## src/rtl/button_parser.sv

```systemverilog
// Multi-channel button debouncer: 2-flop synchronizer, shared sample tick and a per-channel
// saturating qualify counter. Emits a debounced level and a one-cycle press pulse per channel.
module button_parser #(
    parameter int WIDTH          = 1,
    parameter int SAMPLE_CNT_MAX = 62500,
    parameter int PULSE_CNT_MAX  = 200
) (
    input  logic             clk,
    input  logic             rst,
    input  logic [WIDTH-1:0] in,
    output logic [WIDTH-1:0] level,
    output logic [WIDTH-1:0] out
);
    localparam int SW = (SAMPLE_CNT_MAX > 1) ? $clog2(SAMPLE_CNT_MAX) : 1;
    localparam int PW = (PULSE_CNT_MAX > 0) ? $clog2(PULSE_CNT_MAX + 1) : 1;
    localparam logic [SW-1:0] SAMPLE_LAST = SW'(SAMPLE_CNT_MAX - 1);
    localparam logic [PW-1:0] PULSE_FULL  = PW'(PULSE_CNT_MAX);

    logic [WIDTH-1:0]         sync1_q;
    logic [WIDTH-1:0]         sync2_q;
    logic [WIDTH-1:0]         level_q;
    logic [SW-1:0]            sample_cnt_q;
    logic [SW-1:0]            sample_cnt_d;
    logic                     tick;
    logic [WIDTH-1:0][PW-1:0] cnt_q;
    logic [WIDTH-1:0][PW-1:0] cnt_d;

    always_comb begin
        tick         = (sample_cnt_q == SAMPLE_LAST);
        sample_cnt_d = tick ? '0 : sample_cnt_q + SW'(1);
    end

    // A low synchronized sample always wins, so any glitch restarts qualification.
    always_comb begin
        cnt_d = cnt_q;
        level = '0;
        out   = '0;
        for (int i = 0; i < WIDTH; i++) begin
            level[i] = (cnt_q[i] == PULSE_FULL);
            out[i]   = level[i] & ~level_q[i];
            if (!sync2_q[i]) begin
                cnt_d[i] = '0;
            end else if (tick && (cnt_q[i] < PULSE_FULL)) begin
                cnt_d[i] = cnt_q[i] + PW'(1);
            end
        end
    end

    always_ff @(posedge clk or posedge rst) begin
        if (rst) begin
            sync1_q      <= '0;
            sync2_q      <= '0;
            sample_cnt_q <= '0;
            cnt_q        <= '0;
            level_q      <= '0;
        end else begin
            sync1_q      <= in;
            sync2_q      <= sync1_q;
            sample_cnt_q <= sample_cnt_d;
            cnt_q        <= cnt_d;
            level_q      <= level;
        end
    end
endmodule

```

## config.mk

```make
export PLATFORM = sky130hd
export DESIGN_NAME = button_parser
export DESIGN_NICKNAME = d
export VERILOG_FILES = /design/src/rtl/button_parser.sv
export SDC_FILE = /design/constraint.sdc
export NUM_CORES = 1
export LEC_CHECK = 0
export CORE_ASPECT_RATIO = 1.75
export CORE_MARGIN = 2
export CORE_UTILIZATION = 45
export DETAILED_ROUTE_END_ITERATION = 6
export PLACE_DENSITY = 0.7
export RECOVER_POWER = 100
export SLEW_MARGIN = 40
export SYNTH_ARGS = -nofsm -noshare
export SYNTH_HDL_FRONTEND = slang
export SYNTH_SLANG_ARGS = --single-unit
```

## constraint.sdc

```tcl
create_clock -name clk -period 2.7 [get_ports clk]
set_input_delay 0.675 -clock clk [delete_from_list [all_inputs] [get_ports clk]]
set_output_delay 0.675 -clock clk [all_outputs]
set_load 0.01 [all_outputs]
```

==> summary.md, run 1 <==
| Metric | Value |
|---|---|
| Tcrit/Tclk final | 93.64% |
| PD cells | 447.5 nW/um^2 |
| R2R Path End | cnt_q[5] |
| Bufs on Longest Clock Path | 2 |
| Rel. slew slack | between 4 and 5% |
| # Post-CTS Setup Buffers | 0 |
| Fillers | around 270 |
| Total CTS buffers | 3 |
| Post-DP Area | ~1400 um^2 |
| TritonCTS Sinks | 27 |
| Post-synthesis register bit count | 27 |
| CP startpoint kind | flop |
| Drt total wl | 2469 um |
| Largest net degree at the start of global routing | 28 |
| Status | complete, no violations |
| Mapped Cells | 127 |
| I/O Buffers | 4 |
| Maximum ir drop on the vdd rail | between 0.0003 and 0.0004 V |
| Root buf cell | clkbuf_8 |
| Syn Area/Cell | 10.40 um^2 |
| CP endpoint kind | output port |
| Antenna cells | 0 |
| Yosys top cell by area | dfrtp_1 |
| Iter 0 DRT Violations | 28 |
| Core Region | roughly 2900 um^2 |
| Via count | slightly below 1000 |
| Fin cells | 163 |
| Cell variety after synth | 32 |
| Critical path type | reg -> out |
| Hold Path End | sync2_q |
| Fraction of layout cells with a size suffix above 1 | under 10% |
| Inst Count DP | roughly 160 |
| Fmax | 0.3955 GHz |
| Post-DP HPWL | roughly 1800 um |
| Worst-path clk slew | roughly 0.09 ns |
| Worst setup path startpoint | cnt_q[0] |
| H-tree depth | 1 |
| Crit-path max FO | 5 |
| # Max-Cap Violations | 0 |
| Slew @ Worst Pin | 1.434 ns |
| Die X-Extent | 44.96 um |
| Sequential area share after synthesis | between 50 and 60% |
| DR WL/cell | approximately 15 um |
| Pre-Repair DR Iteration Count | 4 |
| Max Slew Vio Count | 0 |
| DRC errors left | 0 |
| Syn nets | ~130 |
| Boundary Pins | 5 |
| Worst min path class | reg -> reg |
| Top_reg_cell synth | dfrtp_1 |
| # nets final | approximately 140 |
| Mapped Area | around 1300 um^2 |
| Worst EP arrival | around 1.9 ns |
| Pleak | 0.0005580 uW |
| Final min period | between 2 and 3 ns |
| Starting density of the core | 46.15% |
| Global route overflow | 0 |
| Cell Rows | 26 |
| Hold-critical path depth | 0 |
| First-pass GRT wire length | 4264 um |
| Hold wc startpoint | sync1_q |
| Die Y | 75.68 um |
| Final Cell Area | between 1000 and 1500 um^2 |
| Setup violations, final | 0 |
| Ys async rst share | 100.0% |
| Initial antenna violation count | 0 |
| Clk_lat worst skew | roughly 0.26 ns |
| Share of the synthesized area in the top cell type | 51.14% |
| # hold bufs at CTS | 0 |
| CTS tree | done |
| Commonest cells after routing, fill and taps aside | dfrtp_1, nand2_1, nor2_1, nand3_1, xnor2_1 |
| Number of synthesized flops with an enable pin | 0 |
| R2R cell count | 5 |
| Reg2reg start | sample_cnt_q[0] |
| Post-route ant nets | 0 |
| Routed vias/inst | 6.074 |
| Clock skew | approximately 0.0018 ns |
| Yosys warning total | 0 |
| Worst EP required | 2.03 ns |
| Area Growth Syn to Fin | 8.428% |
| Most common cell after layout, fill and taps aside | dfrtp_1 |
| Most area-consuming cells after synthesis | dfrtp_1, xnor2_1, nand3_1 |
| Placer Congestion | 0.8274 |
| Overall Global Routing Usage | between 10% and 20% |
| Setup TNS | 0 ns |
| Vias in the first global route | 986 |
| R2R Setup Slk | about 0.28 ns |
| Final hold vios | 0 |
| RSZ-0062 raised after global routing | false |
| Die area | 3403 um^2 |
[sequential cells by signal (all words and copies together) (netlist names)]
register and cells:
cnt_q 8, level_q 1, sample_cnt_q 16, sync1_q 1, sync2_q 1
[per-stage QoR]
step / setup WS [ns] / power (uW) / utilization, % / hold WS [ns]
2_1_floorplan: 0.5004 / 421.8 / - / 0.3312
3_3_place_gp: 0.3536 / 428.4 / 48.65 / 0.3352
3_5_place_dp: 0.2755 / 428.9 / 48.65 / 0.3424
4_1_cts: 0.05782 / 653.7 / 50.44 / 0.3638
5_1_grt: 0.04381 / 666.4 / 50.04 / 0.3762
6_report: 0.1718 / 641.2 / 50.04 / 0.3579
[final cells by class]
class | instances | area (um^2) | area share (%)
flip-flops and latches | 27 | 675.6 | 47.16
multi-input cells | 92 | 613.1 | 42.79
clock buffers | 4 | 45.04 | 3.144
repair buffers | 6 | 41.29 | 2.882
well taps | 28 | 35.03 | 2.445
inverters | 6 | 22.52 | 1.572
[per-layer routing]
layer / routed length [um] / global-route usage (%)
met4: 17 / 6.536
met3: 37 / 2.133
met2: 1498 / 31.90
met1: 917 / 18.10
met5: 0 / 0
[Yosys cell counts (3+ instances only)]
library cell	n
a21oi_1	6
dfrtp_1	27
ha_1	3
inv_1	6
nand2_1	10
nand3_1	9
nand4_1	5
nor2_1	9
nor3_1	3
nor4_1	6
o31ai_1	4
or4_1	4
xnor2_1	9
xor2_1	3
[worst max-delay path: stages, from the launching register on]
cell,delay [ns]
dfrtp_1,0.43
inv_1,0.07
ha_1,0.14
nand3b_1,0.12
nor4_4,0.25
clkdlybuf4s50_1,0.58
[power by group]
group          total, uW  internal, uW  switching [uW]
sequential           407           405            1.30
clock                222           105             117
combinational       12.1          2.69            9.37
total                641           514             128
[kinds of logic (layout without fill, tap and decap cells)]
group                      count (synthesis)  in the layout  synth area share, %
AOI/OAI and AO/OA                         15             15                7.102
xor gates and xnor gates                  12             12                7.955
adders and majority gates                  3              3                2.841
buffers and inverters                      8             16                3.125
DFF                                       27             27                51.14
muxes                                      2              2                1.515
and+or+nand+nor                           60             60                26.33
[worst max path at each step]
stage                           to  slack, ns  cells after the start
after floorplan           cnt_q[5]       0.50                      6
after global placement         out       0.35                      6
after detailed placement       out       0.28                      6
after CTS                      out       0.06                      6
after global routing         level       0.04                      5
final                        level       0.17                      5
[timing repair]
action	CTS	global route
gates resized for setup	1	2
pin swaps	0	1
setup endpoints to repair	1	1
Power figures use the tool's default switching activity.
==> run 2: changes to the inputs <==
--- a/config.mk
+++ b/config.mk
@@ -5,6 +5,7 @@
 export SDC_FILE = /design/constraint.sdc
 export NUM_CORES = 1
 export LEC_CHECK = 0
+export CAP_MARGIN = 25
 export CORE_ASPECT_RATIO = 1.75
 export CORE_MARGIN = 2
 export CORE_UTILIZATION = 45
==> results of run 2 <==
Final layout, timing and power as in run 1 (identical DEF).
==> run 3: changes to the inputs <==
--- a/config.mk
+++ b/config.mk
@@ -8,11 +8,12 @@
 export CAP_MARGIN = 25
 export CORE_ASPECT_RATIO = 1.75
 export CORE_MARGIN = 2
-export CORE_UTILIZATION = 45
+export CORE_UTILIZATION = 25
 export DETAILED_ROUTE_END_ITERATION = 6
-export PLACE_DENSITY = 0.7
+export GPL_TIMING_DRIVEN = 0
+export PLACE_DENSITY = 0.47
 export RECOVER_POWER = 100
-export SLEW_MARGIN = 40
+export SLEW_MARGIN = 20
 export SYNTH_ARGS = -nofsm -noshare
 export SYNTH_HDL_FRONTEND = slang
 export SYNTH_SLANG_ARGS = --single-unit
==> run 3 against run 2 <==
Final area grew 4.4%. Sequential power about the same. Maximum frequency fell by 0.16%. First-iteration DRC count rose by 21%. Worst setup slack lost 0.0040 ns. Clock power rose by 2%. Utilization shrank 21 points. Power rose by 0.64%. Die area rose by 74%. Wire length is 2.4% higher. Non-clock buffer count increased by 1. Via count is 2.7% lower. Highest routed layer unchanged.
==> summary.md, run 3 (same netlist as run 1, synthesis figures left out) <==
| Metric | Value |
|---|---|
| Critical path type | reg -> out |
| Rel. slew slack | 42.57% (+38 points) |
| Largest register FFs | 16 (unchanged) |
| Final hold vios | 0 (unchanged) |
| Maximum ir drop on the vdd rail | 0.0001313 V (-58%) |
| DR WL/cell | 13.24 um (-13%) |
| First-pass GRT wire length | 4395 um (+3.1%) |
| CTS tree | done |
| Slew @ Worst Pin | 0.8614 ns (-0.5724 ns) |
| Via count | 963 (-2.7%) |
| Tcrit/Tclk final | 93.78% (+0.15 points) |
| Register name with the most flops | sample_cnt_q |
| Status | complete, no violations |
| Setup TNS | 0 ns (unchanged) |
| Post-DP Area | 1464 um^2 (+5.1%) |
| Vias in the first global route | 1013 (+2.7%) |
| Worst min path class | reg -> reg |
| Largest registers | sample_cnt_q (16), cnt_q (8) |
| Fraction of layout cells with a size suffix above 1 | 8.824% (+3.6 points) |
| Setup violations, final | 0 (unchanged) |
| Worst-path clk slew | 0.09 ns (about the same) |
| Setup ws final | 0.1678 ns (-0.003987 ns) |
| Worst EP arrival | 1.86 ns (about the same) |
| Max Slew Vio Count | 0 (unchanged) |
| Area Growth Syn to Fin | 13.16% |
| CP endpoint kind | output port |
| TritonCTS Sinks | 27 (unchanged) |
| Pre-Repair DR Iteration Count | 4 (unchanged) |
| Die X-Extent | 58.96 um (+31%) |
| Placer Congestion | 0.7763 (-6.2%) |
| Core Region | 5167 um^2 (+81%) |
| Clk_lat worst skew | 0.27 ns (about the same) |
| Final min period | 2.532 ns (+0.003987 ns) |
| Post-route ant nets | 0 (unchanged) |
| H-tree depth | 1 (unchanged) |
| # hold bufs at CTS | 0 (unchanged) |
| RSZ-0062 raised after global routing | false |
| Total CTS buffers | 3 (unchanged) |
| Post-layout power | 645.3 uW (+0.64%) |
| Antenna cells | 0 (unchanged) |
| # nets final | 143 (+0.70%) |
| DP Worst Slack | 0.2342 ns (-0.04124 ns) |
| # Max-Cap Violations | 0 (unchanged) |
| Boundary Pins | 5 (unchanged) |
| Global route overflow | 0 (unchanged) |
| CP startpoint kind | flop |
| Iter 0 DRT Violations | 34 (+21%) |
| Die area | 5906 um^2 (+74%) |
| Post-DP HPWL | 1951 um (+6.3%) |
| DRC errors left | 0 (unchanged) |
| Routed vias/inst | 5.042 (-17%) |
| Worst EP required | 2.03 ns (about the same) |
| Final Cell Area | 1495 um^2 (+4.4%) |
| I/O Buffers | 4 (unchanged) |
| Bufs on Longest Clock Path | 2 (unchanged) |
| Crit-path max FO | 5 (unchanged) |
| Starting density of the core | 25.57% (-21 points) |
| Fmax | 0.3949 GHz (-0.16%) |
| WHS | 0.3596 ns (+0.001704 ns) |
| Clock skew | 0.004612 ns (+0.002849 ns) |
| Largest net degree at the start of global routing | 17 (-39%) |
| Most common cell after layout, fill and taps aside | dfrtp_1 |
| Pleak | 0.0005746 uW (+3.0%) |
| PD cells | 431.6 nW/um^2 (-3.6%) |
| Initial antenna violation count | 0 (unchanged) |
| Overall Global Routing Usage | 9.584% (-7.2 points) |
| Commonest cells after routing, fill and taps aside | dfrtp_1, nand2_1, nor2_1, nand3_1, xnor2_1 |
| Root buf cell | clkbuf_8 |
| Die Y | 100.2 um (+32%) |
| # Post-CTS Setup Buffers | 0 (unchanged) |
| Cell Rows | 35 (+35%) |
| Drt total wl | 2528 um (+2.4%) |
-- run 3: changes by cell type in the layout (fill, tap and decap cells not counted), sizes merged --
cell / previous run / this run
dlygate4sd3: 2 / 3
clkdlybuf4s50: 1 / 0
buf: 0 / 2
clkinv: 0 / 1
clkbuf: 7 / 5
-- run 3: layer usage --
metal / vias to the layer above / wire length [um] / global-route usage, %
li1: 477 / - / -
met1: 472 / 1036 / 9.943
met2: 8 / 1378 / 17.69
met3: 6 / 39 / 1.546
met4: 0 / 74 / 4.895
met5: - / 0 / 0
-- run 3: metrics by stage --
step / util [%] / instances
2_1_floorplan: - / 127
3_3_place_gp: 27.68 / 186
3_5_place_dp: 28.33 / 187
4_1_cts: 29.35 / 191
5_1_grt: 28.93 / 191
6_report: 28.93 / 191
-- run 3: area by class of cell --
cell class              instances  area [um^2]
fillers                       554         3672
flip-flops and latches         27        675.6
multi-input cells              92        625.6
well taps                      55        68.82
clock buffers                   3        41.29
repair buffers                  5        37.54
inverters                       6        22.52
plain buffers                   2        18.77
clock inverters                 1        5.005
-- run 3: worst paths after layout --
kind	startpoint	slack, ns	endpoint	depth (start not counted)
max	cnt_q[0]	0.17	level	5
min	sync1_q	0.36	sync2_q	0
max reg2reg	sample_cnt_q[0]	0.27	cnt_q[5]	6
min reg2reg	sync1_q	0.36	sync2_q	0
max in group asynchronous	rst	0.72	sample_cnt_q[7]	3
min in group asynchronous	rst	0.85	cnt_q[7]	2
-- run 3: power breakdown --
group	switching (uW)	internal, uW
clock	122	103
sequential	1.74	405
combinational	9.66	2.70
total	134	511
-- run 3: timing repair --
item / CTS / global route
setup endpoints to repair: 1 / 1
pin swaps: 0 / 0
gates resized for setup: 1 / 2
cloned: 0 / 0
-- run 3: worst max-delay path, stage by stage (launching register included) --
cell	delay, ns
dfrtp_1	0.42
inv_1	0.07
ha_1	0.15
nand3b_1	0.12
nor4_4	0.19
dlygate4sd3_1	0.64
